`src/rtl/mem_req_arbiter_pkg.sv`:
```
// -----------------------------------------------------------------------------
// mem_req_arbiter_pkg
// Shared memory-bus definitions used by the arbiter, its requesters and the
// byte-serial memory controller: operation codes, access lengths and the
// all-zero data word.
// -----------------------------------------------------------------------------
package mem_req_arbiter_pkg;

    // Memory operation codes carried on *_op.
    localparam logic [1:0] MEM_NOP  = 2'd0;
    localparam logic [1:0] MEM_LOAD = 2'd1;
    localparam logic [1:0] MEM_SAVE = 2'd2;

    // Access lengths carried on *_len.
    localparam logic [1:0] MEM_WORD = 2'd0;
    localparam logic [1:0] MEM_HALF = 2'd1;
    localparam logic [1:0] MEM_BYTE = 2'd2;

    localparam logic [31:0] ZeroWord = 32'h0000_0000;

endpackage : mem_req_arbiter_pkg

```
`src/rtl/mem_starve_ctr.sv`:
```
// -----------------------------------------------------------------------------
// mem_starve_ctr
// Saturating fairness counter for the memory arbiter. Counts LSU grants made
// while instruction fetch is waiting; cleared whenever fetch is granted.
//
// Ports
//   clk_in  : system clock, rising edge
//   rst_in  : synchronous active-high reset (count -> 0)
//   en      : advance enable; while low the count holds
//   inc     : add one, saturating at LIMIT
//   clr     : return to zero (wins over inc)
//   cnt     : current count
// -----------------------------------------------------------------------------
module mem_starve_ctr #(
    parameter  int LIMIT = 4,
    localparam int W     = $clog2(LIMIT + 1)
) (
    input  logic         clk_in,
    input  logic         rst_in,
    input  logic         en,
    input  logic         inc,
    input  logic         clr,
    output logic [W-1:0] cnt
);

    localparam logic [W-1:0] LimitW = W'(LIMIT);

    logic [W-1:0] cnt_q;
    logic [W-1:0] cnt_d;

    // NOTE: every combinational output takes its hold value first, so no path
    // leaves it unassigned and no latch is inferred.
    always_comb begin
        cnt_d = cnt_q;
        if (en) begin
            if (clr) begin
                cnt_d = '0;
            end else if (inc && (cnt_q != LimitW)) begin
                cnt_d = cnt_q + W'(1);
            end
        end
    end

    // NOTE: state registers use non-blocking assignments so every flop samples
    // the pre-edge value of every other flop.
    always_ff @(posedge clk_in) begin
        if (rst_in) begin
            cnt_q <= '0;
        end else begin
            cnt_q <= cnt_d;
        end
    end

    assign cnt = cnt_q;

endmodule : mem_starve_ctr

```
`src/rtl/mem_req_arbiter.sv`:
```
// -----------------------------------------------------------------------------
// mem_req_arbiter
// Two-requester arbiter in front of a single byte-serial memory controller.
// Instruction fetch (IF, always word loads) and the load/store unit (LSU)
// compete for one downstream port. LSU normally wins; a saturating fairness
// counter forces an IF grant after STARVE_LIMIT consecutive LSU grants made
// while IF was waiting. A taken jump (flush) cancels fetch traffic: it blocks
// an IF grant and discards any fetch response still in flight.
//
// Ports
//   clk_in, rst_in      : clock (rising edge), synchronous active-high reset
//   rdy_in              : pipeline advance; while low everything holds
//   flush               : jump taken, cancels IF traffic
//   if_req/if_addr      : IF request in;  if_rdy/if_out  : IF response out
//   lsu_op/len/addr/data: LSU request in; lsu_rdy/lsu_out: LSU response out
//   dn_op/len/addr/data : request to memory controller
//   dn_rdy/dn_out       : response from memory controller
// -----------------------------------------------------------------------------
module mem_req_arbiter
    import mem_req_arbiter_pkg::*;
#(
    parameter int STARVE_LIMIT = 4
) (
    input  logic        clk_in,
    input  logic        rst_in,
    input  logic        rdy_in,
    input  logic        flush,

    input  logic        if_req,
    input  logic [31:0] if_addr,
    output logic        if_rdy,
    output logic [31:0] if_out,

    input  logic [1:0]  lsu_op,
    input  logic [1:0]  lsu_len,
    input  logic [31:0] lsu_addr,
    input  logic [31:0] lsu_data,
    output logic        lsu_rdy,
    output logic [31:0] lsu_out,

    output logic [1:0]  dn_op,
    output logic [1:0]  dn_len,
    output logic [31:0] dn_addr,
    output logic [31:0] dn_data,
    input  logic        dn_rdy,
    input  logic [31:0] dn_out
);

    localparam int CNT_W = $clog2(STARVE_LIMIT + 1);

    typedef enum logic [1:0] {
        S_IDLE,
        S_BUSY_IF,
        S_BUSY_LSU,
        S_DRAIN
    } state_e;

    state_e      state_q,   state_d;
    logic [1:0]  dn_op_q,   dn_op_d;
    logic [1:0]  dn_len_q,  dn_len_d;
    logic [31:0] dn_addr_q, dn_addr_d;
    logic [31:0] dn_data_q, dn_data_d;
    logic [31:0] if_out_q,  if_out_d;
    logic [31:0] lsu_out_q, lsu_out_d;
    logic        if_rdy_q,  if_rdy_d;
    logic        lsu_rdy_q, lsu_rdy_d;

    logic [CNT_W-1:0] starve_cnt;
    logic             lsu_pending;
    logic             starve_hit;
    logic             if_grant;
    logic             lsu_grant;

    // Grant decision, only meaningful in IDLE while the pipeline advances.
    // A flush blocks the IF grant outright, so a forced-fairness cycle that
    // coincides with a flush falls back to serving a pending LSU request.
    always_comb begin
        lsu_pending = (lsu_op != MEM_NOP);
        starve_hit  = (starve_cnt == CNT_W'(STARVE_LIMIT));
        if_grant    = 1'b0;
        lsu_grant   = 1'b0;
        if (rdy_in && (state_q == S_IDLE)) begin
            if (if_req && !flush && (!lsu_pending || starve_hit)) begin
                if_grant = 1'b1;
            end else if (lsu_pending) begin
                lsu_grant = 1'b1;
            end
        end
    end

    mem_starve_ctr #(
        .LIMIT (STARVE_LIMIT)
    ) u_starve_ctr (
        .clk_in (clk_in),
        .rst_in (rst_in),
        .en     (rdy_in),
        .inc    (lsu_grant && if_req),
        .clr    (if_grant),
        .cnt    (starve_cnt)
    );

    // Next-state and output logic. Everything holds by default so that a low
    // rdy_in freezes state, the downstream request and any rdy pulse alike.
    always_comb begin
        state_d   = state_q;
        dn_op_d   = dn_op_q;
        dn_len_d  = dn_len_q;
        dn_addr_d = dn_addr_q;
        dn_data_d = dn_data_q;
        if_out_d  = if_out_q;
        lsu_out_d = lsu_out_q;
        if_rdy_d  = if_rdy_q;
        lsu_rdy_d = lsu_rdy_q;

        if (rdy_in) begin
            if_rdy_d  = 1'b0;
            lsu_rdy_d = 1'b0;

            unique case (state_q)
                // dn_rdy is ignored here; a grant captures the request.
                S_IDLE: begin
                    if (if_grant) begin
                        state_d   = S_BUSY_IF;
                        dn_op_d   = MEM_LOAD;
                        dn_len_d  = MEM_WORD;
                        dn_addr_d = if_addr;
                        dn_data_d = ZeroWord;
                    end else if (lsu_grant) begin
                        state_d   = S_BUSY_LSU;
                        dn_op_d   = lsu_op;
                        dn_len_d  = lsu_len;
                        dn_addr_d = lsu_addr;
                        dn_data_d = lsu_data;
                    end
                end

                S_BUSY_IF: begin
                    if (dn_rdy) begin
                        // A flush in the response cycle still drops the data.
                        if (!flush) begin
                            if_rdy_d = 1'b1;
                            if_out_d = dn_out;
                        end
                        dn_op_d = MEM_NOP;
                        state_d = S_IDLE;
                    end else if (flush) begin
                        state_d = S_DRAIN;
                    end
                end

                S_BUSY_LSU: begin
                    if (dn_rdy) begin
                        lsu_rdy_d = 1'b1;
                        // The captured op tells load from store.
                        if (dn_op_q == MEM_LOAD) begin
                            lsu_out_d = dn_out;
                        end
                        dn_op_d = MEM_NOP;
                        state_d = S_IDLE;
                    end
                end

                // The controller cannot abort, so wait out the cancelled fetch.
                S_DRAIN: begin
                    if (dn_rdy) begin
                        dn_op_d = MEM_NOP;
                        state_d = S_IDLE;
                    end
                end

                default: begin
                    state_d = S_IDLE;
                    dn_op_d = MEM_NOP;
                end
            endcase
        end
    end

    always_ff @(posedge clk_in) begin
        if (rst_in) begin
            state_q   <= S_IDLE;
            dn_op_q   <= MEM_NOP;
            dn_len_q  <= MEM_WORD;
            dn_addr_q <= ZeroWord;
            dn_data_q <= ZeroWord;
            if_out_q  <= ZeroWord;
            lsu_out_q <= ZeroWord;
            if_rdy_q  <= 1'b0;
            lsu_rdy_q <= 1'b0;
        end else begin
            state_q   <= state_d;
            dn_op_q   <= dn_op_d;
            dn_len_q  <= dn_len_d;
            dn_addr_q <= dn_addr_d;
            dn_data_q <= dn_data_d;
            if_out_q  <= if_out_d;
            lsu_out_q <= lsu_out_d;
            if_rdy_q  <= if_rdy_d;
            lsu_rdy_q <= lsu_rdy_d;
        end
    end

    assign dn_op   = dn_op_q;
    assign dn_len  = dn_len_q;
    assign dn_addr = dn_addr_q;
    assign dn_data = dn_data_q;
    assign if_out  = if_out_q;
    assign lsu_out = lsu_out_q;
    assign if_rdy  = if_rdy_q;
    assign lsu_rdy = lsu_rdy_q;

endmodule : mem_req_arbiter

```
`config.mk`:
```
export PLATFORM = sky130hd
export DESIGN_NAME = mem_req_arbiter
export DESIGN_NICKNAME = d
export VERILOG_FILES = /design/src/rtl/mem_req_arbiter_pkg.sv /design/src/rtl/mem_starve_ctr.sv /design/src/rtl/mem_req_arbiter.sv
export SDC_FILE = /design/constraint.sdc
export NUM_CORES = 1
export LEC_CHECK = 0
export CELL_PAD_IN_SITES_DETAIL_PLACEMENT = 1
export CELL_PAD_IN_SITES_GLOBAL_PLACEMENT = 2
export CORE_ASPECT_RATIO = 0.7
export CORE_MARGIN = 2
export CORE_UTILIZATION = 19
export CTS_BUF_LIST = sky130_fd_sc_hd__clkbuf_8 sky130_fd_sc_hd__clkbuf_16
export DETAILED_ROUTE_END_ITERATION = 7
export GPL_ROUTABILITY_DRIVEN = 0
export PLACE_DENSITY_LB_ADDON = 0.1
export SLEW_MARGIN = 20
export SYNTH_ARGS = -nofsm -noshare
export SYNTH_HDL_FRONTEND = slang
export SYNTH_HIERARCHICAL = 1
export SYNTH_SLANG_ARGS = --single-unit
```
`constraint.sdc`:
```
create_clock -name clk_in -period 2 [get_ports clk_in]
set_input_delay 0.4 -clock clk_in [delete_from_list [all_inputs] [get_ports clk_in]]
set_output_delay 0.4 -clock clk_in [all_outputs]
set_load 0.1 [all_outputs]
```
# After elaboration in Yosys (flattened, before gate mapping)
# Index checks and enable logic that the tools add are counted.
word_totals:
  reg_bits: 139
  in_bits: 138
  word_cells: 69
classes:
  add_sub_neg: 1
  n_eq_ne: 10
  mux: 27
  bitwise_logic: 1
  n_reduce_logical: 20
op_table:
  columns: ["op", "n"]
  rows:
  - ["$mux 32", 4]
  - ["$mux 2", 9]
  - ["$reduce_and 4->1", 3]
  - ["$mux 1", 10]
  - ["$ne 3x3->1 const B", 3]
  - ["$mux 3", 2]
  - ["$pmux 2 s3", 1]
  - ["$reduce_and 3->1", 2]
  - ["$reduce_bool 2->1", 3]
  - ["$logic_and 1x1->1", 5]
  - ["$eq 2x1->1 const B", 2]
  - ["$eq 2x2->1 const B", 2]
  - ["$ne 2x1->1 const B", 2]
  - ["$pmux 2 s2", 1]
  - ["$add 3x1->3 const B", 1]
  - ["$eq 3x3->1 const B", 1]
  - ["$reduce_or 3->1", 1]
  - ["$logic_not 1->1", 2]
  - ["$logic_not 2->1", 1]
  - ["$reduce_and 2->1", 1]
  - ["$reduce_or 2->1", 1]
  - ["$logic_or 1x1->1", 1]
  - ["$not 1->1", 1]

# Depth between registers and ports, before layout
# Gate-level depths: netlist (run 1).
logic_depth:
  ltp_word: 10
  depth_mapped: 8
  ltp_nobuf: 6

# Modules after synthesis
# Netlist (run 1), hierarchy kept.
by_module_without_submodules:
  columns: ["mod", "n_inst", "cells_per_inst", "area_each_um2"]
  rows:
  - ["mem_req_arbiter", 1, 621, 5034.8]
  - ["mem_starve_ctr", 1, 21, 186.4]

# Worst setup path before layout (run 1)
# No wires, ideal clock.
synth_timing:
  kind: "input port to flip-flop"
  startpoint: "input rdy_in"
  endpoint: "register u_starve_ctr.cnt_q[0], in the netlist u_starve_ctr/cnt[0]"
  arrival_time_ps: 2042
  path_slack_ps: -122
  cell_stages: 8
  path_buffers: 2
  path_cell_list: "buf_4 -> or3b_4 -> a211oi_4 -> buf_6 -> and2_1 -> a21boi_2 -> a31oi_1 -> a211oi_2"
synth_between:
  elab_chain_len: 6
  word_cells_on_any_way: 8
  cone_classes: "mux (3); reduce/logical (5)"
synth_lines:
  columns: ["item", "line", "text"]
  rows:
  - ["start, declared", "mem_req_arbiter.sv:26", "input logic rdy_in,"]
  - ["$logic_and 1x1->1", "mem_req_arbiter.sv:82", "if (rdy_in && (state_q == S_IDLE)) begin"]
  - ["$mux 1", "mem_req_arbiter.sv:82", null]
  - ["$logic_and 1x1->1", "mem_req_arbiter.sv:97", ".inc (lsu_grant && if_req),"]
  - ["$logic_and 1x1->1", "mem_starve_ctr.sv:38", "end else if (inc && (cnt_q != LimitW)) begin"]
  - ["$reduce_bool 2->1 (no line)", null, null]
  - ["$reduce_and 2->1 (no line)", null, null]
  - ["end signal, assigned", "mem_starve_ctr.sv:50", "cnt_q <= cnt_d;"]
  - ["end, declared", "mem_starve_ctr.sv:28", "logic [W-1:0] cnt_q;"]
# Parallel ways exist; a longest one is shown, timed or not.
# A chain may end at the register's enable or synchronous reset.

# Worst setup path in the final report (run 1)
# Ends and elaborated chain as after synthesis.

==> results of run 1 <==
## registers in the layout, summed over array words and instances (netlist names)
register	count
u_starve_ctr/cnt	3
dn_addr	32
dn_data	32
lsu_rdy	1
if_rdy	1
state_q	2
lsu_out	32
dn_op	2
if_out	32
dn_len	2
## logic make-up (layout without fill, tap and decap cells)
group | Yosys count | after routing | share of synthesized area (%)
adders and majority gates | 2 | 2 | 0.479
DFF | 139 | 139 | 53.3
buffers and inverters | 54 | 336 | 4.86
and+or+nand+nor | 260 | 260 | 20.2
muxes | 2 | 2 | 0.383
other | 0 | 1 | 0
AOI/OAI and AO/OA | 185 | 185 | 20.7
## Yosys cell counts (all sizes together), types with 2 or more instances
library cell    n  share of area (%)
a211oi          4               0.91
a21o            2               0.29
a21oi         134                 13
a22oi          32                4.6
a31oi           3               0.65
buf            16                2.1
clkbuf         33                2.4
dfxtp         139                 53
ha              2               0.48
inv             5               0.36
mux2i           2               0.38
nand2         230                 17
nand2b          6               0.72
nand3           2               0.19
nand4           2               0.24
nand4b          2               0.34
nor2            6               0.48
nor2b           2               0.24
o21ai           5               0.48
or2             2               0.24
## worst min-delay path by stage
stage | startpoint | to | cells after the start
after floorplan | rst_in | u_starve_ctr/cnt[1] | 1
after global placement | lsu_out[9] | lsu_out[9] | 2
after detailed placement | dn_addr[4] | dn_addr[4] | 2
after CTS | rst_in | if_out[30] | 2
after global routing | rst_in | if_out[30] | 2
final | dn_addr[4] | dn_addr[4] | 2
## final cells by class
class | count | area (sq um) | share of cell area (%)
inverter | 5 | 18.8 | 0.214
tap | 364 | 455 | 5.19
timing repair buffer | 301 | 2750 | 31.4
antenna | 1 | 2.50 | 0.0285
clock buffer | 18 | 439 | 5.01
clock inverter | 12 | 111 | 1.27
multi-input combinational | 449 | 2210 | 25.2
sequential | 139 | 2780 | 31.7
## power by group through the flow
| stage | Combinational (W) | Clock (W) | Sequential [W] |
|---|---|---|---|
| after floorplan | 0.000302 | 0 | 0.00368 |
| after global placement | 0.00159 | 0 | 0.00299 |
| after detailed placement | 0.00161 | 0 | 0.00300 |
| after CTS | 0.00161 | 0.00317 | 0.00294 |
| after global routing | 0.00168 | 0.00329 | 0.00295 |
| final | 0.00159 | 0.00303 | 0.00294 |
## placed cells by master, fill, tap and decap left out, types with 2 or more instances in the layout
master,n
nand2_1,230
buf_4,153
dfxtp_1,139
clkdlybuf4s50_1,136
a21oi_1,134
a22oi_1,32
clkbuf_16,17
buf_12,12
inv_1,9
nand2b_1,6
nor2_1,5
o21ai_0,5
clkinv_2,4
nor2b_1,2
or2_1,2
mux2i_1,2
a21o_1,2
nand4b_1,2
nand3_1,2
a211oi_1,2
nand4_1,2
bufinv_16,2
a31oi_1,2
ha_1,2
## stage by stage
stage / total power [W] / instances / util (%)
CTS: 0.00772 / 1288 / 32.6
finish: 0.00756 / 1289 / 32.6
detailed placement: 0.00460 / 1258 / 30.6
global placement: 0.00458 / 1258 / 30.6
global route: 0.00791 / 1288 / 32.6
floorplan: 0.00398 / 642 / -
## per-layer routing
metal,wire [um],up-vias,track usage [%]
li1,-,2690,-
met1,9700,2665,18.6
met2,9490,157,22.7
met3,1720,12,5.93
met4,191,0,4.07
met5,0,-,0
## critical path, stage by stage
cell and delay [ns]:
clkdlybuf4s50_1 0.48, or3b_4 0.41, a211oi_4 0.18, and2_4 0.19, a21boi_2 0.18, a31oi_1 0.14, a211oi_2 0.18
==> metrics.md, run 1 <==
| Metric | Value |
|---|---|
| Status | finished, final reports clean |
| Lkg Pwr | 3.39 nW |
| Crit path from | rdy_in |
| Area grow syn2layout | 68.0% |
| Hold Vio Cnt, Final | 0 |
| CP endpoint | u_starve_ctr/cnt[0] |
| CTS Buffer Depth | 2 |
| Die Ht | 143 um |
| Switching Share | 30.9% |
| Yosys cell types | 39 |
| CTS resizes | 0 |
| Total number of vias | 5524 |
| Pin count of the biggest net entering global routing | between 40 and 50 |
| Final setup fails | 0 |
| Critical Path RT | about 2.3 ns |
| Clk_skew | 0.00777 ns |
| Crit start category | input pin |
| Rows | 50 |
| Hold Buf Count CTS | 0 |
| Internal power | ~0.0052 W |
| Placed cell area | slightly above 0.008 sq mm |
| Clock share of power | 40.1% |
| CTS Buf Count | 17 |
| Post-route setup slack | 0.164 ns |
| Initial antenna violation count | 1 |
| Switching pwr | between 0.002 and 0.0025 W |
| Hold Path Class | reg -> reg |
| Initial DRC Count | 171 |
| Syn_nets | 782 |
| Clock Latency Late Sink | around 0.42 ns |
| Pre-CTS setup slack | -0.229 ns |
| Flop pwr share | between 30 and 40% |
| Detail Placement HPWL | 15.5 mm |
| Die footprint | 0.0288 sq mm |
| RSZ-0062 raised after global routing | no |
| Reg2reg start | u_starve_ctr/cnt[2] |
| Total grt overflow | 0 |
| GRT Overall Usage | 14.6% |
| Max-slew violations | 0 |
| Sequential fraction of the synthesis area | 53.3% |
| DRT antenna net count | 0 |
| Post-synth ARST share | 0% |
| Mapped Cells | 642 |
| Max_cap viols | 0 |
| Clk sinks | roughly 140 |
| Fmax | 545 MHz |
| Design area | 0.00877 sq mm |
| Logic pwr share | between 20% and 30% |
| Max_slew headroom | 65.6% |
| Register bit total from synthesis | 139 |
| CTS tree | yes |
| Htree depth | 4 |
| Worst path arrival time | around 2.2 ns |
| Root buffer cell | clkbuf_16 |
| Worst-path maximum fanout | 4 |
| Initial Util | around 19% |
| Final min period | 1.84 ns |
| Setup tns final | 0 ns |
| WL final | about 21 mm |
| Final nets | 1053 |
| FILL cells | 3174 |
| Final worst path period share | 91.8% |
| Mean Syn Cell Area | 8.13 sq um |
| Crit path capture type | register |
| Layout cell share with drive strength beyond 1 | ~22% |
| EDFF count, synth | 0 |
| Synth Flop Type | dfxtp_1 |
| # DRC | 0 |
| Core Box Area | 0.0269 sq mm |
| Post-CTS Setup Bufs | 0 |
| Die X | 202 um |
| Hold slack | 0.454 ns |
| CTS clk-pin slew, worst paths | approximately 0.060 ns |
| Via density | 4.29 |
| Critical setup path kind | in -> reg |
| Peak VDD IR | 530 uV |
| Ys Warns | 6 |
| Ports | 272 |
| Power Density | 862 mW/mm^2 |
| Worst r2r dst | u_starve_ctr/cnt[0] |
| R2R cell count | 7 |
| Worst-margin pin slew | 0.516 ns |
| Detailed Routing Iterations Pass 1 | 6 |
| Mapped Area | about 0.0052 sq mm |
| Port Buffers | 271 |
| R2r setup slk | about 0.18 ns |
| Vias in the first global route | 5796 |
| Wire length per cell | around 16 um |
| First-pass GRT wire length | 32.7 mm |
(Power assumes the default switching activity.)
==> inputs of run 2 (changes only) <==
Settings changed: CAP_MARGIN from default to 5, SLEW_MARGIN 20 to 25.
==> results of run 2 <==
No change in the layout: final DEF, timing and power equal those of run 1.
